==> src/rtl/if_fetch_ctrl.sv <==
`default_nettype none
// ============================================================================
//  Module      : if_fetch_ctrl
//  Description : Instruction-fetch sequencer between the IF stage and a
//                synchronous-read instruction memory. It owns the program
//                counter and issues at most one word address per cycle. A
//                small FIFO absorbs the memory's one-cycle read latency. It
//                also applies ID stalls, EX redirects and an optional halt on
//                an end-of-program word.
//  Ports       : clk_50         - clock, rising edge
//                rst_n          - asynchronous active-low reset
//                imem_addr      - word address to instruction memory (reg)
//                imem_inst      - read data, valid one cycle after address
//                stall_i        - ID stage cannot accept this cycle
//                redirect_i     - taken branch/jump pulse from EX
//                redirect_pc_i  - redirect target (low two bits ignored)
//                if_valid_o     - if_inst_o/if_pc_o hold a real instruction
//                if_inst_o      - instruction, NOP (32'h13) when invalid
//                if_pc_o        - PC of if_inst_o, 0 when invalid
//                halted_o       - fetch stopped on an all-zero word
//  Options     : IF_HALT_ON_ZERO_EN - when defined, a captured 32'h0 word is
//                dropped and fetch halts until a redirect or reset.
//  Revision    : 1.0 - initial release
// ============================================================================
module if_fetch_ctrl #(
    parameter logic [31:0] RESET_PC  = 32'h0000_0000,
    parameter int          BUF_DEPTH = 2
) (
    input  logic        clk_50,
    input  logic        rst_n,
    output logic [31:0] imem_addr,
    input  logic [31:0] imem_inst,
    input  logic        stall_i,
    input  logic        redirect_i,
    input  logic [31:0] redirect_pc_i,
    output logic        if_valid_o,
    output logic [31:0] if_inst_o,
    output logic [31:0] if_pc_o,
    output logic        halted_o
);

    localparam int                PTR_W    = $clog2(BUF_DEPTH);
    localparam int                CNT_W    = $clog2(BUF_DEPTH) + 1;
    localparam logic [CNT_W-1:0]  DEPTH_C  = CNT_W'(BUF_DEPTH);
    localparam logic [31:0]       NOP_INST = 32'h0000_0013;

    // ------------------------------------------------------------------
    // State
    // ------------------------------------------------------------------
    logic [31:0]      pc_q,     pc_d;
    logic             req_q,    req_d;
    logic [31:0]      req_pc_q, req_pc_d;
    logic [CNT_W-1:0] count_q,  count_d;
    logic [PTR_W-1:0] rd_ptr_q, rd_ptr_d;
    logic [PTR_W-1:0] wr_ptr_q, wr_ptr_d;
    logic [31:0]      fifo_inst_q [BUF_DEPTH];
    logic [31:0]      fifo_pc_q   [BUF_DEPTH];
    logic             halted_q;

    logic             w_pop;
    logic             w_push;
    logic             w_issue;
    logic             w_zero_hit;
    logic [CNT_W:0]   w_occ;
    logic             w_unused_ok;

    // Only word addresses are fetched; the byte offset of a target is dropped.
    assign w_unused_ok = &{1'b0, redirect_pc_i[1:0]};

    // ------------------------------------------------------------------
    // Optional end-of-program halt
    // ------------------------------------------------------------------
`ifdef IF_HALT_ON_ZERO_EN
    logic halted_d;

    assign w_zero_hit = req_q && !halted_q && (imem_inst == 32'h0);

    always_comb begin
        halted_d = halted_q;
        if (redirect_i) begin
            halted_d = 1'b0;
        end else if (w_zero_hit) begin
            halted_d = 1'b1;
        end
    end

    always_ff @(posedge clk_50 or negedge rst_n) begin
        if (!rst_n) begin
            halted_q <= 1'b0;
        end else begin
            halted_q <= halted_d;
        end
    end
`else
    assign w_zero_hit = 1'b0;
    assign halted_q   = 1'b0;
`endif

    // ------------------------------------------------------------------
    // Handshake and issue decisions
    // ------------------------------------------------------------------
    // A redirect discards the head, so it is never counted as consumed.
    assign w_pop  = (count_q != '0) && !stall_i && !redirect_i;

    // Once halted, any word still in flight behind the zero word is dropped.
    assign w_push = req_q && !halted_q && !w_zero_hit && !redirect_i;

    // Slots already committed after this cycle: buffered + in flight - leaving.
    assign w_occ  = {1'b0, count_q} + {{CNT_W{1'b0}}, req_q}
                  - {{CNT_W{1'b0}}, w_pop};

    assign w_issue = !redirect_i && !halted_q && (w_occ < {1'b0, DEPTH_C});

    always_comb begin
        pc_d     = pc_q;
        req_d    = 1'b0;
        req_pc_d = req_pc_q;
        count_d  = count_q + CNT_W'(w_push) - CNT_W'(w_pop);
        rd_ptr_d = w_pop  ? rd_ptr_q + PTR_W'(1) : rd_ptr_q;
        wr_ptr_d = w_push ? wr_ptr_q + PTR_W'(1) : wr_ptr_q;

        if (redirect_i) begin
            pc_d     = {redirect_pc_i[31:2], 2'b00};
            count_d  = '0;
            rd_ptr_d = '0;
            wr_ptr_d = '0;
        end else if (w_issue) begin
            req_d    = 1'b1;
            req_pc_d = pc_q;
            pc_d     = pc_q + 32'd4;
        end
    end

    always_ff @(posedge clk_50 or negedge rst_n) begin
        if (!rst_n) begin
            pc_q     <= RESET_PC;
            req_q    <= 1'b0;
            req_pc_q <= RESET_PC;
            count_q  <= '0;
            rd_ptr_q <= '0;
            wr_ptr_q <= '0;
        end else begin
            pc_q     <= pc_d;
            req_q    <= req_d;
            req_pc_q <= req_pc_d;
            count_q  <= count_d;
            rd_ptr_q <= rd_ptr_d;
            wr_ptr_q <= wr_ptr_d;
        end
    end

    // FIFO storage carries no reset; occupancy alone decides validity.
    always_ff @(posedge clk_50) begin
        if (w_push) begin
            fifo_inst_q[wr_ptr_q] <= imem_inst;
            fifo_pc_q[wr_ptr_q]   <= req_pc_q;
        end
    end

`ifndef SYNTHESIS
    always_ff @(posedge clk_50) begin
        if (rst_n) begin
            assert (!(w_push && !w_pop && (count_q == DEPTH_C)));
        end
    end
`endif

    // ------------------------------------------------------------------
    // Outputs
    // ------------------------------------------------------------------
    // The memory samples the candidate PC every cycle; the read result is
    // only kept when that cycle actually issued (req_q next cycle).
    assign imem_addr  = pc_q;
    assign if_valid_o = (count_q != '0);
    assign if_inst_o  = if_valid_o ? fifo_inst_q[rd_ptr_q] : NOP_INST;
    assign if_pc_o    = if_valid_o ? fifo_pc_q[rd_ptr_q]   : 32'h0;
    assign halted_o   = halted_q;

endmodule
`default_nettype wire

==> config.mk <==
export PLATFORM = sky130hd
export DESIGN_NAME = if_fetch_ctrl
export DESIGN_NICKNAME = d
export VERILOG_FILES = /design/src/rtl/if_fetch_ctrl.sv
export SDC_FILE = /design/constraint.sdc
export NUM_CORES = 1
export LEC_CHECK = 0
export BUFFER_PORTS_ARGS = -buffer_cell sky130_fd_sc_hd__buf_2
export CAP_MARGIN = 10
export CORE_MARGIN = 5
export CORE_UTILIZATION = 59
export DETAILED_ROUTE_END_ITERATION = 8
export HOLD_SLACK_MARGIN = 0.06
export PLACE_DENSITY = 0.84
export SLEW_MARGIN = 20
export SYNTH_ARGS = -nofsm -noshare
export SYNTH_HDL_FRONTEND = slang
export SYNTH_SLANG_ARGS = --single-unit
==> constraint.sdc <==
create_clock -name clk_50 -period 8.9 [get_ports clk_50]
set_clock_uncertainty 0.05 [all_clocks]
set_input_delay 1.335 -clock clk_50 [delete_from_list [all_inputs] [get_ports clk_50]]
set_output_delay 1.335 -clock clk_50 [all_outputs]
set_load 0.1 [all_outputs]
# Yosys cells after proc, flatten, opt, wreduce, memory -nomap -nowiden
# Memory sizes are Yosys's and may differ from the RTL's.
# Cells that the tools add are included.
[op_classes] n_mux=13 mul=0 order_cmp=1 addsub=7 reduce_logical=11 bitwise_logic=1 n_eq_ne=0 n_div=0 shifts=0
[ops] cell="$mux W32" n=4
[ops] cell="$add A32 B3 Y32 const B" n=1
[ops] cell="$mux W1" n=8
[ops] cell="$reduce_bool A2 Y1" n=4
[ops] cell="$logic_and A1 B1 Y1" n=4
[ops] cell="$add A2 B1 Y3" n=1
[ops] cell="$lt A3 B2 Y1 const B" n=1
[ops] cell="$sub A3 B1 Y3" n=1
[ops] cell="$add A1 B1 Y1 const B" n=2
[ops] cell="$add A2 B1 Y2" n=1
[ops] cell="$logic_not A1 Y1" n=2
[ops] cell="$mux W2" n=1
[ops] cell="$reduce_and A2 Y1" n=1
[ops] cell="$sub A2 B1 Y2" n=1
[ops] cell="$not A1 Y1" n=1
[word_totals] wordCells=41 inputBits=68 ramBits=128 mem_bits_ro=0 latchBits=0 out_inout_bits=98 reg_bits=69 n_memories=2
[memory_table] name="fifo_inst_q" words=2 word_bits=32 rd=1 rd_ports_with_merged_regs=0 write_ports=1 line_no="56" text="logic [31:0] fifo_inst_q [BUF_DEPTH];"
[memory_table] name="fifo_pc_q" words=2 word_bits=32 rd=1 rd_ports_with_merged_regs=0 write_ports=1 line_no="57" text="logic [31:0] fifo_pc_q [BUF_DEPTH];"

# Logic depth before layout (Yosys ltp)
[logic_depth] depth_word=8 ltp_mapped=11 ltp_nobuf=7

# Worst setup path before layout
# Ideal clock, no wire load.
[synth_timing] kind="input-to-reg" start="in redirect_i" end="mem fifo_inst_q[0][0], enable pin" stages=4 path_slack_ps=1802 n_path_buf=3 arrival_ps=6477 required_time_ps=8279 setup_ps=571 path_cell_list="clkbuf_1 -> clkbuf_1 -> clkbuf_1 -> nor3b_1"
[synth_via] elab_chain_len=4
[synth_lines] item="from (decl)" line_no="34" text="input logic redirect_i,"
[synth_lines] item="$logic_not A1 Y1" line_no="106" text="assign w_push = req_q && !halted_q && !w_zero_hit && !redirect_i;"
[synth_lines] item="$logic_and A1 B1 Y1" line_no="106"
[synth_lines] item="$mux W1" line_no="154" text="if (w_push) begin"
[synth_lines] item="$mux W1 (implied by the code)" line_no="155" text="fifo_inst_q[wr_ptr_q] <= imem_inst;"
[synth_lines] item="to (decl)" line_no="56"
# No other way between the ends.

# Worst setup path in the final report
[layout_timing] start="in redirect_i" end="reg pc_q[20] (netlist: imem_addr[20])"
[layout_via] elab_chain_len=6 elab_cells_between_ends=7 classes_between="add/sub: 1; order compare: 1; mux: 1; reduce/logical: 4"
[layout_lines] item="$logic_not A1 Y1" line_no="103, 112"
[layout_lines] item="$logic_and A1 B1 Y1" line_no="103" text="assign w_pop = (count_q != '0) && !stall_i && !redirect_i;"
[layout_lines] item="$sub A3 B1 Y3" line_no="110" text="- {{CNT_W{1'b0}}, w_pop};"
[layout_lines] item="$lt A3 B2 Y1" line_no="112" text="assign w_issue = !redirect_i && !halted_q && (w_occ < {1'b0, DEPTH_C});"
[layout_lines] item="$logic_and A1 B1 Y1" line_no="112"
[layout_lines] item="$reduce_bool A2 Y1 (no source line)"
[layout_lines] item="to (signal assigned)" line_no="143" text="pc_q <= pc_d;"
[layout_lines] item="to (decl)" line_no="50" text="logic [31:0] pc_q, pc_d;"
# Parallel ways exist; a longest one is shown, timed or not.
# A chain may end at the register's enable or synchronous reset.

==> metrics.md <==
| Metric | Value |
|---|---|
| DRT met1 WL | `7.015 mm` |
| Ys async rst share | `34.39%` |
| Largest family of logic cells by synthesized area | `multiplexers` |
| YS warnings | `0` |
| Vias in the first global route | `between 5000 and 6000` |
| Slew of the pin with the lowest slew margin | `1.107 ns` |
| Rows | `42` |
| Area grow syn2layout | `18.40%` |
| Nets | `around 800` |
| Worst-path clk slew | `0.07 ns` |
| R2r setup slk | `between 5 and 6 ns` |
| Post-synthesis sequential area ratio | `approximately two thirds` |
| Startpoint types | `input pin` |
| Max-cap violations | `0` |
| Cell family with most CP delay | `simple AND/OR/NAND/NOR gates` |
| Initial antenna violation count | `0` |
| Initial drt markers | `479` |
| Mapped cell area | `7916 sq um` |
| H-tree levels | `4` |
| Synth cell types | `44` |
| TritonRoute pass-1 iters | `5` |
| FMAX | `217.2 MHz` |
| Post-CTS Hold Buffers | `0` |
| Worst Hold Class | `register to register` |
| Post-Route Setup TNS | `0 ns` |
| Clock Sinks | `189` |
| CTS tree | `done` |
| Final cycle utilization of the critical path | `51.72%` |
| Final wirelength | `16.59 mm` |
| Vias per cell | `roughly 5.7` |
| Mapped Cells | `576` |
| Critical Path Most Common Cell | `or4_1` |
| Min Tclk post-route | `~4.6 ns` |
| Highest-count cells in the layout ignoring fill and taps | `buf_2, edfxtp_1, nor2_1` |
| Outcome | `completed` |
| Port Buffer Count | `between 150 and 200` |
| Final Hold Viols | `0` |
| Routed Antenna Nets | `0` |
| Root Driver | `clkbuf_16` |
| CORE AREA | `13190 sq um` |
| PostCTS Resize Cnt | `0` |
| Clock latency on the worst-skew pair | `0.42 ns` |
| # IOs | `166` |
| Yosys reg bits | `189` |
| Largest net degree at the start of global routing | `66` |
| GRT overflow | `0` |
| Synth Area in Compound Gates | `under 10%` |
| Synth Flop Type | `edfxtp_1` |
| Met3 wire len | `980 um` |
| Crit-path max cell delay | `0.89 ns` |
| Via count | `~5200` |
| Die X | `125.8 um` |
| # setup viols final | `0` |
| Avg WL per Cell | `18.17 um` |
| Die height | `125.8 um` |
| Die area | `15830 sq um` |
| Multiplexer area fraction after synthesis | `11.95%` |
| Syn_area_per_cell | `13.74 sq um` |
| Final HPWL DP | `10.77 mm` |
| Initial Util | `60.02%` |
| RD Place Congestion | `0.8361` |
| Post-CTS setup buffers | `0` |
| Total GRT Usage | `21.30%` |
| Diodes inserted | `0` |
| Share of cells above drive strength 1 | `30.94%` |
| Slew Limit Fails | `0` |
| Crit Path Max Fanout | `44` |
| Area of the multi-input gates | `around 2400 sq um` |
| Storage element area | `5354 sq um` |
| CP Buf/Inv Count | `1` |
| Adder-cell share of the synthesized area | `less than 1%` |
| Max layer used | `met4` |
| CP required | `9.18 ns` |
| Setup CP Type | `input pin to register` |
| RSZ-0062 raised after global routing | `false` |
| CP cell instances | `buf_2 > nor4b_1 > o21ai_0 > fa_1 > xor2_4 > or4_1 > or4_1 > a31oi_1` |
| Clock Tree Buf Depth | `2` |
| First-pass GRT wire length | `26.85 mm` |
| Crit-path slowest cell | `or4_1` |
| FILL cells | `slightly below 900` |
| Critical path arrival | `4.88 ns` |
| Post-Synth Simple-Gate Area | `11.30%` |
| Worst Setup End Kind | `register` |
| Worst slew margin | `26.18%` |
| Total CTS buffers | `17` |
| Drt drc | `0` |
| Post-synth EDFFs | `~120` |
| XOR/XNOR Fraction of Synth Area | `1.786%` |
| Metal2 WL | `about 8.1 mm` |
| Most common cell after layout, fill and taps aside | `buf_2` |
worst paths after layout:
check | startpoint | end | cells after the start
min in group asynchronous | rst_n | imem_addr[22] | 2
worst max register to register | count_q[1] | imem_addr[20] | 7
worst min register to register | req_pc_q[17] | fifo_pc_q[0][17] | 0
max in group asynchronous | rst_n | rd_ptr_q | 2
worst max-delay path | redirect_i | imem_addr[20] | 8
worst min-delay path | req_pc_q[17] | fifo_pc_q[0][17] | 0
state kept, by name, indices dropped and copies added, names as in the netlist:
signal and count:
fifo_inst_q 64, fifo_pc_q 60, imem_addr 30, req_pc_q 30
count_q 2, rd_ptr_q 1, req_q 1, wr_ptr_q 1
cell usage after synthesis, drive strengths merged (2+ instances only):
master / count / area, sq um
a22oi: 3 / 22.52
a31oi: 14 / 87.58
and3: 4 / 25.02
and4: 3 / 26.28
buf: 8 / 63.81
clkbuf: 30 / 112.6
dfrtp: 65 / 1627
edfxtp: 124 / 3724
ha: 2 / 25.02
inv: 4 / 15.01
mux2: 28 / 315.3
mux2i: 63 / 630.6
nand2: 28 / 105.1
nand3: 17 / 85.08
nand4: 8 / 50.05
nor2: 81 / 304.0
nor2b: 4 / 25.02
nor3: 4 / 20.02
nor3b: 2 / 15.01
nor4b: 3 / 26.28
o211ai: 3 / 22.52
o21ai: 16 / 80.08
o31ai: 13 / 97.59
or3: 2 / 12.51
or4: 20 / 153.9
or4b: 2 / 20.02
xnor2: 11 / 96.34
xor2: 3 / 45.05
per-stage QoR:
step           area (sq um)  hold slack (ns)  util (%)  instances  setup slack (ns)
2_1_floorplan          7931           0.3866         -        580             1.802
3_3_place_gp           8821           0.3949     66.88        881             4.060
3_5_place_dp           8821           0.4025     66.88        881             3.903
4_1_cts                9373           0.4169     71.06        913             4.338
5_1_grt                9373           0.4206     71.06        913             4.208
6_report               9373           0.4168     71.06        913             4.297
cell families (layout without fill, tap and decap cells):
logic type,count (synthesis),in the layout
flops,189,189
simple gates,182,182
mux,91,91
compound gates,53,53
buf+inv,43,200
xor+xnor,14,14
fa+ha+maj,3,3
other cells,1,5
layout make-up:
class                           instances  share of cell area, %
Timing Repair Buffer                  163                  8.837
Tap cell                              176                  2.349
Inverter                                5                 0.2002
Multi-Input combinational cell        348                  25.60
Sequential cell                       189                  57.12
Clock buffer                           20                  4.659
Clock inverter                         12                  1.228
metal layers:
metal,global-route usage (%),vias to the layer above
met5,0,-
met4,9.338,0
met3,4.530,38
met2,33.89,212
met1,28.71,2539
li1,-,2427
Power is left out: the tool's default activity adds up to more than one toggle a clock period on the data nets, which glitch-free logic cannot reach.
